`src/rtl/decoder_pkg.sv`:
```
// Shared definitions for the serial one-hot decoder: FSM state encoding,
// the default code width and the code-to-one-hot helper.
package decoder_pkg;

   typedef enum logic [1:0] {
      IDLE  = 2'd0,
      SHIFT = 2'd1,
      HOLD  = 2'd2
   } state_t;

   localparam int DEFAULT_CODE_W = 2;
   localparam int MAX_CODE_W     = 4;

   // One-hot image of a code value, sized for the widest legal code.
   function automatic logic [15:0] onehot_of(input logic [3:0] code);
      onehot_of = 16'd1 << code;
   endfunction

endpackage

```
`src/rtl/bit_collector.sv`:
```
// Serial collector: shift register (MSB first) plus a count of collected bits.
// 'load' starts a new frame with bit_in; 'shift' appends bit_in.
module bit_collector #(
   parameter int W     = 2,
   parameter int CNT_W = 3
) (
   input  logic             clk,
   input  logic             rst,
   input  logic             load,
   input  logic             shift,
   input  logic             bit_in,
   output logic [W-1:0]     code,
   output logic [CNT_W-1:0] cnt
);

   logic [W-1:0] shifted_s;

   // Older bits move towards the MSB; the incoming bit lands in the LSB.
   always_comb begin
      shifted_s = W'({code, bit_in});
   end

   // Shift register and bit counter update.
   always_ff @(posedge clk or posedge rst) begin
      if (rst) begin
         code <= {W{1'b0}};
         cnt  <= {CNT_W{1'b0}};
      end else if (load) begin
         code <= W'(bit_in);
         cnt  <= CNT_W'(1'b1);
      end else if (shift) begin
         code <= shifted_s;
         cnt  <= cnt + CNT_W'(1'b1);
      end else begin
         code <= code;
         cnt  <= cnt;
      end
   end

endmodule

```
`src/rtl/serial_onehot_decoder.sv`:
```
// Serial binary code receiver (MSB first) with one-hot output and a
// valid/ready output handshake. Optional feature macro: PARITY_EN, which
// adds one even-parity bit after the data bits of every frame.
module serial_onehot_decoder
   import decoder_pkg::*;
#(
   parameter int CODE_W = DEFAULT_CODE_W
) (
   input  logic                 clk,
   input  logic                 rst,
   input  logic                 din,
   input  logic                 din_valid,
   input  logic                 start,
   output logic                 din_ready,
   output logic [2**CODE_W-1:0] o,
   output logic                 o_valid,
   input  logic                 o_ready,
   output logic                 busy,
   output logic                 err
);

   localparam int OUT_W = 2**CODE_W;
`ifdef PARITY_EN
   localparam int FRAME_W = CODE_W + 1;
`else
   localparam int FRAME_W = CODE_W;
`endif
   localparam int CNT_W = 3;
   localparam bit SINGLE_BIT = (FRAME_W == 1);

   state_t             state_r;
   state_t             state_next_s;
   logic [FRAME_W-1:0] frame_s;
   logic [CNT_W-1:0]   cnt_s;
   logic [FRAME_W-1:0] next_frame_s;
   logic [CODE_W-1:0]  data_code_s;
   logic               parity_ok_s;
   logic [OUT_W-1:0]   decoded_s;
   logic               accept_s;
   logic               load_s;
   logic               shift_s;
   logic               done_s;
   logic               o_load_s;
   logic               o_clear_s;
   logic               err_next_s;

   assign din_ready = (state_r != HOLD);
   assign accept_s  = din_valid & din_ready;

   // Frame contents including the bit being accepted this cycle, so the
   // result can be registered on the same edge as the last bit.
   always_comb begin
      next_frame_s = FRAME_W'({frame_s, din});
`ifdef PARITY_EN
      data_code_s  = next_frame_s[FRAME_W-1:1];
      parity_ok_s  = ~(^next_frame_s);
`else
      data_code_s  = next_frame_s;
      parity_ok_s  = 1'b1;
`endif
      decoded_s    = OUT_W'(onehot_of(4'(data_code_s)));
   end

   bit_collector #(
      .W     (FRAME_W),
      .CNT_W (CNT_W)
   ) u_collector (
      .clk    (clk),
      .rst    (rst),
      .load   (load_s),
      .shift  (shift_s),
      .bit_in (din),
      .code   (frame_s),
      .cnt    (cnt_s)
   );

   // Next-state and control decode.
   always_comb begin
      state_next_s = state_r;
      load_s       = 1'b0;
      shift_s      = 1'b0;
      done_s       = 1'b0;
      o_load_s     = 1'b0;
      o_clear_s    = 1'b0;
      err_next_s   = 1'b0;
      case (state_r)
         IDLE: begin
            if (accept_s && start) begin
               load_s = 1'b1;
               if (SINGLE_BIT) begin
                  done_s = 1'b1;
               end else begin
                  state_next_s = SHIFT;
               end
            end else begin
               state_next_s = IDLE;
            end
         end
         SHIFT: begin
            if (accept_s && start) begin
               // A new start aborts the frame and restarts from this bit.
               load_s     = 1'b1;
               err_next_s = 1'b1;
               if (SINGLE_BIT) begin
                  done_s = 1'b1;
               end else begin
                  state_next_s = SHIFT;
               end
            end else if (accept_s) begin
               shift_s = 1'b1;
               if (cnt_s == CNT_W'(FRAME_W - 1)) begin
                  done_s = 1'b1;
               end else begin
                  state_next_s = SHIFT;
               end
            end else begin
               state_next_s = SHIFT;
            end
         end
         HOLD: begin
            if (o_ready) begin
               o_clear_s    = 1'b1;
               state_next_s = IDLE;
            end else begin
               state_next_s = HOLD;
            end
         end
         default: begin
            state_next_s = IDLE;
         end
      endcase
      if (done_s) begin
         if (parity_ok_s) begin
            o_load_s     = 1'b1;
            state_next_s = HOLD;
         end else begin
            err_next_s   = 1'b1;
            state_next_s = IDLE;
         end
      end else begin
         o_load_s = 1'b0;
      end
   end

   // State register and registered outputs.
   always_ff @(posedge clk or posedge rst) begin
      if (rst) begin
         state_r <= IDLE;
         o       <= {OUT_W{1'b0}};
         o_valid <= 1'b0;
         busy    <= 1'b0;
         err     <= 1'b0;
      end else begin
         state_r <= state_next_s;
         busy    <= (state_next_s != IDLE);
         err     <= err_next_s;
         if (o_load_s) begin
            o       <= decoded_s;
            o_valid <= 1'b1;
         end else if (o_clear_s) begin
            o       <= o;
            o_valid <= 1'b0;
         end else begin
            o       <= o;
            o_valid <= o_valid;
         end
      end
   end

endmodule

```
`config.mk`:
```
export PLATFORM = sky130hd
export DESIGN_NAME = serial_onehot_decoder
export DESIGN_NICKNAME = d
export VERILOG_FILES = /design/src/rtl/decoder_pkg.sv /design/src/rtl/bit_collector.sv /design/src/rtl/serial_onehot_decoder.sv
export SDC_FILE = /design/constraint.sdc
export NUM_CORES = 1
export LEC_CHECK = 0
export ABC_AREA = 1
export BUFFER_PORTS_ARGS = -buffer_cell sky130_fd_sc_hd__buf_2
export CAP_MARGIN = 20
export CORE_ASPECT_RATIO = 0.7
export CORE_MARGIN = 2
export CORE_UTILIZATION = 36
export CTS_CLUSTER_DIAMETER = 120
export DETAILED_ROUTE_END_ITERATION = 8
export GPL_TIMING_DRIVEN = 0
export PLACE_DENSITY = 0.57
export SYNTH_ARGS = -nofsm -noshare
export SYNTH_HDL_FRONTEND = slang
export SYNTH_SLANG_ARGS = --single-unit
```
`constraint.sdc`:
```
create_clock -name clk -period 2.6 [get_ports clk]
set_clock_uncertainty 0.15 [all_clocks]
set_input_delay 0.26 -clock clk [delete_from_list [all_inputs] [get_ports clk]]
set_output_delay 0.26 -clock clk [all_outputs]
set_load 0.005 [all_outputs]
```
==> run metrics, run 1 <==
initial DRC count 13; leakage power 0.000469 uW; switch share 0.396; DR vias/cell 4.38; multi-input logic area 305 sq um; Worst-Skew Late Latency 280 ps; PwrDens 977 nW/um^2; CP endpoint kind output port; GRT Total Usage 0.130; Mean Syn Cell Area about 8.5 sq um; Reg area 325 sq um; number of nets in the layout 107; ANT cells 0; row cnt 13; minimum clock period ~1400 ps; routed len/inst 10.1 um; Hold Crit Class input port to register; Synth Instances 80; cell breakdown of the critical path inv_1 > nand2_1 > buf_2; Max H-tree Level 1; Synthesized Nets 88; Int Pwr 479 uW; Tcrit/Tclk final 0.555; Sw Pwr 314 uW; die area around 2300 sq um; fin cells between 100 and 150; largest net degree at the start of global routing 14; Setup-failing EPs final 0; Inst Count DP about 120; Peak VDD IR 464 uV; WS Path Type register to output port; cts repair resizes 0; largest fanout on the critical path 4; I/O pins 14; initial antenna violation count 0; cell count along the critical path 3; layout cells sized above 1 0.296; critical path required time 2190 ps; RSZ-0062 raised after global routing false; buffers plus inverters on the worst setup path 2; number of I/O port buffers 13; Clock Tree Buf Depth 2; Syn-to-layout area delta 18.9%; Least-Margin Pin Slew roughly 500 ps; total of max-cap violations 0; CTS tree yes; fin. max-slew vios 0; via count 525; register area share after synthesis 0.476; crit start category register; overall die width 56.1 um; Clock Sinks 13; WL final 1210 um; Hold Vio Cnt, Final 0; Unique masters post-synth 13; Post-Place Setup Slack around 1300 ps; Final Worst Setup Slack 1160 ps; gpl congestion 0.739; yosys warns 0; Slew headroom 0.662; Max stage delay on crit path 390 ps; Placeable Area roughly 1800 sq um; register share of total power 0.424; Post-Synthesis Cell Area 683 sq um; grt ovf 0; clk root buf clkbuf_4; fmax 0.692 GHz; CP arrival ~1000 ps; Starting Density 0.375; final antenna-violating net count 0; clk slew on worst S/H paths 80 ps; r2r worst-path depth 7; postcts setup bufs 0; number of global-route vias before repair about 450; Worst Hold Depth 3; HPWL after DPL 877 um; run status complete, no violations; CTS buffer count 3; Slowest-stage cell, CP dfrtp_1; CP top delay family flip-flops; DR DRC count 0; clock share of power 0.164; drt first pass iters 4; Die H between 40 and 50 um; Comb power frac 0.412; Setup TNS Final 0 ps; number of synthesized register bits 13; # fillers 194; first-pass GRT wire length 2060 um; Final Util 0.446
==> worst min-delay path, stage by stage <==
cell and delay, ps:
buf_2 120, nand2_1 60, nand2_1 50
==> registers in the layout (all words and copies together), names as in the netlist <==
signal            count
busy                  1
err                   1
o                     4
o_valid               1
state_r               2
u_collector.cnt       3
u_collector.code      1
==> through the flow <==
| stage | instance area [sq um] | hold slack, ps | total power [uW] |
|---|---|---|---|
| 2_1_floorplan | 683 | -13.0 | 583 |
| 3_3_place_gp | 776 | 169 | 665 |
| 3_5_place_dp | 776 | 180 | 673 |
| 4_1_cts | 812 | 67.1 | 810 |
| 5_1_grt | 812 | 109 | 877 |
| 6_report | 812 | 79.4 | 793 |
==> cell usage in the layout (no fill, tap or decap) <==
cell           synthesis  routed
nand3_2                1       1
dfrtp_1               13      13
inv_2                  2       2
nand2_1               24      24
nor2_4                 4       4
nand2_2                4       4
clkbuf_1               0       1
dlygate4sd3_1          0       1
nand3_4                1       1
o21ai_0                1       1
buf_2                  0      13
inv_1                 12      12
clkbuf_4               0       3
nor2_1                 6       6
ha_1                   2       2
nand3b_4               1       1
nand3_1                9       9
==> synth_stat cells <==
| master | n | share of area |
|---|---|---|
| dfrtp_1 | 13 | 0.48 |
| ha_1 | 2 | 0.037 |
| inv_1 | 12 | 0.066 |
| inv_2 | 2 | 0.011 |
| nand2_1 | 24 | 0.13 |
| nand2_2 | 4 | 0.037 |
| nand3_1 | 9 | 0.066 |
| nand3_2 | 1 | 0.015 |
| nand3_4 | 1 | 0.026 |
| nand3b_4 | 1 | 0.029 |
| nor2_1 | 6 | 0.033 |
| nor2_4 | 4 | 0.066 |
| o21ai_0 | 1 | 0.0073 |
==> path summary, 6_finish.rpt <==
path,start,end,slack (ps)
worst min register to register,o[3],o[3],320
worst max-delay path,state_r[0],din_ready,1160
worst max register to register,u_collector.cnt[1],o[2],1280
max in group asynchronous,rst,o[3],1580
worst min-delay path,din,u_collector.code[0],80
min in group asynchronous,rst,err,380
==> power groups by stage <==
stage	sequential [uW]	clock [uW]	combinational, uW
4_1_cts	337	138	335
5_1_grt	348	145	383
6_report	336	130	327
3_3_place_gp	339	0	326
3_5_place_dp	341	0	331
2_1_floorplan	341	0	242
==> routing by layer <==
layer | vias to the layer above | track usage | wire (um)
met1 | 233 | 0.148 | 591
met4 | 0 | 0.0536 | 0
met5 | - | 0 | 0
li1 | 276 | - | -
met2 | 16 | 0.209 | 509
met3 | 0 | 0.0710 | 104
==> what timing repair did <==
action,in CTS,in global routing
hold buffers,1,0
setup endpoints to repair,0,0
endpoints found under the hold margin,13,0
==> layout make-up <==
| type | count | area share |
|---|---|---|
| well taps | 22 | 0.0339 |
| repair buffers | 14 | 0.0924 |
| inverters | 14 | 0.0647 |
| flip-flops and latches | 13 | 0.401 |
| clock buffers | 4 | 0.0324 |
| multi-input cells | 53 | 0.376 |
==> cells by family after synthesis <==
family                     synth area share
buffers and inverters                0.0769
DFF                                   0.476
and+or+nand+nor                       0.403
adders and majority gates            0.0366
AOI/OAI and AO/OA                   0.00732
(Power assumes the default switching activity.)
==> inputs of run 2 (changes only) <==
--- a/config.mk
+++ b/config.mk
@@ -14,7 +14,7 @@
 export CTS_CLUSTER_DIAMETER = 120
 export DETAILED_ROUTE_END_ITERATION = 8
 export GPL_TIMING_DRIVEN = 0
-export PLACE_DENSITY = 0.57
+export PLACE_DENSITY = 0.59
 export SYNTH_ARGS = -nofsm -noshare
 export SYNTH_HDL_FRONTEND = slang
 export SYNTH_SLANG_ARGS = --single-unit
==> constraint.sdc (replaced) <==
create_clock -name clk -period 1.3 [get_ports clk]
set_clock_uncertainty 0.15 [all_clocks]
set_input_delay 0.13 -clock clk [delete_from_list [all_inputs] [get_ports clk]]
set_output_delay 0.13 -clock clk [all_outputs]
set_load 0.005 [all_outputs]
==> run 2 against run 1 <==
Critical path type is now register to register. Non-clock buffer count rose by 5. Design area rose by 5.5%. Via count rose by 2.3%. Critical path depth rose by 4. First-iteration DRC count fell by 15%. Critical endpoint is now o[3]. Die area did not move.
==> run metrics, run 2 (synthesis results as in run 1) <==
r2r worst-path depth 7 (unchanged); Tcrit/Tclk final 0.989; switch share 0.384 (-0.0114); Setup TNS Final 0 ps (unchanged); Final Worst Setup Slack 14.5 ps (-1140 ps); Starting Density 0.375 (unchanged); gpl congestion 0.767 (+3.7%); clk slew on worst S/H paths 80 ps (about the same); largest fanout on the critical path 8 (+4); Least-Margin Pin Slew 500 ps (-5.76 ps); hold slack 21.2 ps (-58.2 ps); largest reg by FF count o; Clock Tree Buf Depth 2 (unchanged); Worst Hold Depth 4 (+1); Placeable Area 1820 sq um (unchanged); GRT Total Usage 0.125 (-0.00462); total of max-cap violations 0 (unchanged); PwrDens 1990 nW/um^2 (+100%); Sw Pwr 656 uW (+110%); HPWL after DPL 891 um (+1.6%); final antenna-violating net count 0 (unchanged); initial antenna violation count 0 (unchanged); fin area 857 sq um (+5.5%); Worst-Skew Late Latency 270 ps (about the same); Setup-failing EPs final 0 (unchanged); row cnt 13 (unchanged); critical path required time 1320 ps (-870 ps); critical path capture point o[3]; DR DRC count 0 (unchanged); number of global-route vias before repair 466 (+2.6%); ANT cells 0 (unchanged); fmax 0.778 GHz; biggest regs o (4), u_collector.cnt (3), state_r (2); Post-Place Setup Slack -22.8 ps (-1300 ps); first-pass GRT wire length 2010 um (-2.4%); Worst R2R Setup Slack 10 ps (-1270 ps); max reg flops 4 (unchanged); Hold Crit Class input port to register; number of nets in the layout 112 (+4.7%); Final Util 0.470 (+0.0247); CTS tree yes; die area 2270 sq um (unchanged); clk root buf clkbuf_4; register share of total power 0.396 (-0.028); crit start category register; Max H-tree Level 1 (unchanged); I/O pins 14 (unchanged); Syn-to-layout area delta 25.5%; WL final 1200 um (-0.66%); CP arrival 1300 ps (+270 ps); CTS buffer count 3 (unchanged); Die H 40.4 um (unchanged); layout cells sized above 1 0.359 (+0.0633); minimum clock period 1290 ps; commonest non-fill, non-tap cells in the layout nand2_1 (22), dfrtp_1 (13), buf_2 (13); DR vias/cell 4.30 (-1.8%); run status complete, no violations; CP endpoint kind register; clock share of power 0.146 (-0.018); fin. max-slew vios 0 (unchanged); initial DRC count 11 (-2); Reg2Reg Capture Point o[3]; RSZ-0062 raised after global routing true; worst flop-to-flop path startpoint u_collector.cnt[1]; Critical Path Start u_collector.cnt[1]; largest net degree at the start of global routing 14 (unchanged); WS Path Type register to register; grt ovf 0 (unchanged); drt first pass iters 3 (-1); leakage power 0.000492 uW (+4.8%); Hold Vio Cnt, Final 0 (unchanged); Clock Sinks 13 (unchanged); Placed Area 776 sq um (unchanged); overall die width 56.1 um (unchanged); Comb power frac 0.457 (+0.045); Int Pwr 1050 uW (+120%); number of I/O port buffers 13 (unchanged); Slew headroom 0.666 (+0.00385); routed len/inst 9.58 um (-4.6%); Peak VDD IR 898 uV (+94%); commonest non-fill, non-tap cell in the layout nand2_1; via count 537 (+2.3%)
## run 2: per-layer routing
metal | wire (um) | global-route usage | part of all wire
met4 | 10 | 0.0357 | 0.0083
met2 | 480 | 0.200 | 0.40
met5 | 0 | 0 | 0
met1 | 628 | 0.154 | 0.52
met3 | 79 | 0.0613 | 0.066
## run 2: critical path, cell delays in order, from the launching register on
cell     delay, ps
dfrtp_1        400
inv_1           60
ha_1           140
inv_2           40
nor2_4         110
nand3_4        130
nand2_1        100
nand2_1         50
## run 2: stage by stage
stage | std cells | power, uW
after detailed placement | 115 | 1350
after floorplan | 80 | 1170
final | 125 | 1710
after global placement | 115 | 1330
after CTS | 122 | 1660
after global routing | 125 | 1870
## run 2: what timing repair did
action	CTS	global route
hold buffers	2	0
hold endpoints to repair	14	0
resized for setup	1	3
buffers inserted	1	3
pin swaps	2	3
setup endpoints to repair	6	6
## run 2: worst min-delay path by stage
stage	from	end	slack (ps)
floorplan	rst	busy	-140
detailed placement	rst	state_r[0]	40
global route	o_ready	o_valid	40
global placement	rst	u_collector.cnt[1]	40
CTS	o_ready	o_valid	10
finish	o_ready	o_valid	20
## run 2: area by class of cell
type,instances,area [sq um]
Fill cell,200,965
Tap cell,22,27.5
Timing Repair Buffer,19,115
Clock buffer,4,26.3
Inverter,14,52.6
Multi-Input combinational cell,53,310
Sequential cell,13,325
## run 2: power groups by stage
stage / logic, uW / registers, uW / clock network [uW]
after floorplan: 484 / 682 / 0
after global placement: 654 / 677 / 0
after detailed placement: 663 / 682 / 0
after CTS: 715 / 678 / 266
after global routing: 892 / 699 / 281
final: 780 / 676 / 249
==> inputs of run 3 (changes only) <==
--- a/config.mk
+++ b/config.mk
@@ -9,7 +9,6 @@
 export BUFFER_PORTS_ARGS = -buffer_cell sky130_fd_sc_hd__buf_2
 export CAP_MARGIN = 20
 export CORE_ASPECT_RATIO = 0.7
-export CORE_MARGIN = 2
 export CORE_UTILIZATION = 36
 export CTS_CLUSTER_DIAMETER = 120
 export DETAILED_ROUTE_END_ITERATION = 8
==> run 3 against run 2 <==
The run now ends with setup timing left. Worst hold slack is essentially flat. Clock power is 2% higher. Clock-buffer cell count unchanged. Combinational power rose by 5.3%. Core utilization increased by 4.4 points. Total power up 2.8%. First-iteration DRC count shrank 36%. Critical path depth did not move. Worst setup slack lost 24 ps. Cell count fell by 0.80%. Critical endpoint is now o[1].
==> run metrics, run 3 (synthesis results as in run 1) <==
clk root buf clkbuf_4; overall die width 54.1 um (-3.6%); DR vias/cell 4.48 (+4.2%); Final Worst Setup Slack -9.47 ps (-24.0 ps); row cnt 12 (-1); ANT cells 0 (unchanged); cell breakdown of the critical path inv_1 > ha_2 > inv_2 > nor2_4 > nand3_4 > nand2_2 > nand2_2; Syn-to-layout area delta 26.7%; Setup TNS Final -9.47 ps (-9.47 ps); Clock Tree Buf Depth 2 (unchanged); buffers plus inverters on the worst setup path 2 (unchanged); largest reg by FF count o; max reg flops 4 (unchanged); critical path capture point o[1]; cell count along the critical path 7 (unchanged); Max H-tree Level 1 (unchanged); Critical Path Start u_collector.cnt[1]; leakage power 0.000490 uW (-0.42%); Starting Density 0.406 (+0.0312); largest net degree at the start of global routing 14 (unchanged); violated checks setup timing; Inst Count DP 114 (-0.87%); biggest regs o (4), u_collector.cnt (3), state_r (2); Hold Vio Cnt, Final 0 (unchanged); clk slew on worst S/H paths 80 ps (about the same); layout cells sized above 1 0.398 (+0.0388); Final Util 0.515 (+0.0444); final antenna-violating net count 0 (unchanged); fin cells 124 (-0.80%); run status finished with violations; WS Path Type register to register; Setup-failing EPs final 1 (+1); Slew headroom 0.658 (-0.00855); minimum clock period 1310 ps (+24.0 ps); crit-path most repeated cell nand2_2; WL final 1340 um (+12%); Tot Pwr 1750 uW (+2.8%); r2r worst-path depth 7 (unchanged); first-pass GRT wire length 2170 um (+8.3%); Peak VDD IR 972 uV (+8.2%); Least-Margin Pin Slew 513 ps (+12.8 ps); Die H 38.4 um (-4.9%); crit start category register; GRT Total Usage 0.158 (+0.0325); grt ovf 0 (unchanged); Max stage delay on crit path 390 ps (about the same); RSZ-0062 raised after global routing true; Reg2Reg Capture Point o[1]; DR DRC count 0 (unchanged); Worst Hold Depth 4 (unchanged); via count 555 (+3.4%); CP endpoint kind register; total of max-cap violations 0 (unchanged); initial DRC count 7 (-4); CP top delay family simple AND/OR/NAND/NOR gates; fin. max-slew vios 0 (unchanged); fmax 0.764 GHz (-1.8%); I/O pins 14 (unchanged); HPWL after DPL 965 um (+8.2%); Placeable Area 1680 sq um (-7.7%); critical path required time 1320 ps (about the same); Clock Sinks 13 (unchanged); largest fanout on the critical path 8 (unchanged); CTS buffer count 3 (unchanged); CTS tree yes; Worst R2R Setup Slack -9 ps (-20 ps); CP arrival 1330 ps (+30 ps); Tcrit/Tclk final 1.01 (+0.0184); Worst-Skew Late Latency 270 ps (about the same); drt first pass iters 4 (+1); Slowest-stage cell, CP dfrtp_1; gpl congestion 0.693 (-9.6%); Hold Crit Class input port to register; die area 2080 sq um (-8.3%); commonest non-fill, non-tap cell in the layout nand2_1; initial antenna violation count 0 (unchanged); # fillers 170 (-15%); commonest non-fill, non-tap cells in the layout nand2_1 (19), dfrtp_1 (13), buf_2 (13); number of nets in the layout 112 (unchanged); worst flop-to-flop path startpoint u_collector.cnt[1]; number of I/O port buffers 13 (unchanged); number of global-route vias before repair 488 (+4.7%); routed len/inst 10.8 um (+13%); PwrDens 2030 nW/um^2 (+1.7%)
[run 3: cell count changes in the layout (fill, tap and decap cells not counted)]
cell | previous run | this run
ha_2 | 0 | 1
nand2_1 | 22 | 19
nand2_2 | 6 | 9
ha_1 | 2 | 1
[run 3: worst min path at each step]
| stage | from | endpoint |
|---|---|---|
| floorplan | rst | busy |
| detailed placement | rst | busy |
| global placement | rst | o[0] |
| global route | o_ready | o_valid |
| CTS | o_ready | o_valid |
| finish | o_ready | o_valid |
[run 3: area by class of cell]
| class | count | area (sq um) | area share |
|---|---|---|---|
| multi-input combinational | 53 | 320 | 0.370 |
| timing repair buffer | 19 | 115 | 0.133 |
| clock buffer | 4 | 26.3 | 0.0303 |
| tap | 21 | 26.3 | 0.0303 |
| inverter | 14 | 52.6 | 0.0607 |
| sequential | 13 | 325 | 0.376 |
[run 3: report_power, final]
| group | leakage [uW] | internal [uW] | switching, uW |
|---|---|---|---|
| clock | 0.0000150 | 119 | 136 |
| sequential | 0.000161 | 563 | 114 |
| combinational | 0.000314 | 379 | 442 |
| total | 0.000490 | 1060 | 692 |
[run 3: timing repair]
item	in CTS	in global routing
endpoints found under the setup margin	6	7
gates cloned	0	0
pin swaps	2	3
buffers inserted	3	1
resized for setup	1	7
hold buffers	2	0
hold endpoints to repair	14	0
[run 3: routing by layer]
layer	up-vias	GRT usage	part of all wire
met2	12	0.231	0.43
li1	286	-	-
met5	-	0	0
met4	0	0.0385	0.0030
met1	255	0.209	0.52
met3	2	0.0714	0.052
[run 3: worst min-delay path: cells and delay by family]
family                 cells  cell delay, ps
AOI/OAI and AO/OA          1              80
buffers and inverters      2             150
and+or+nand+nor            1              50
[run 3: per-stage QoR]
stage                     worst slack (ps)  instance area [sq um]  hold slack, ps
final                                -9.47                    866            21.7
after global routing                 -79.8                    866            30.0
after CTS                             9.96                    843            10.5
after detailed placement             -57.8                    774            46.7
after global placement               -33.5                    774            32.6
after floorplan                       64.3                    683            -143
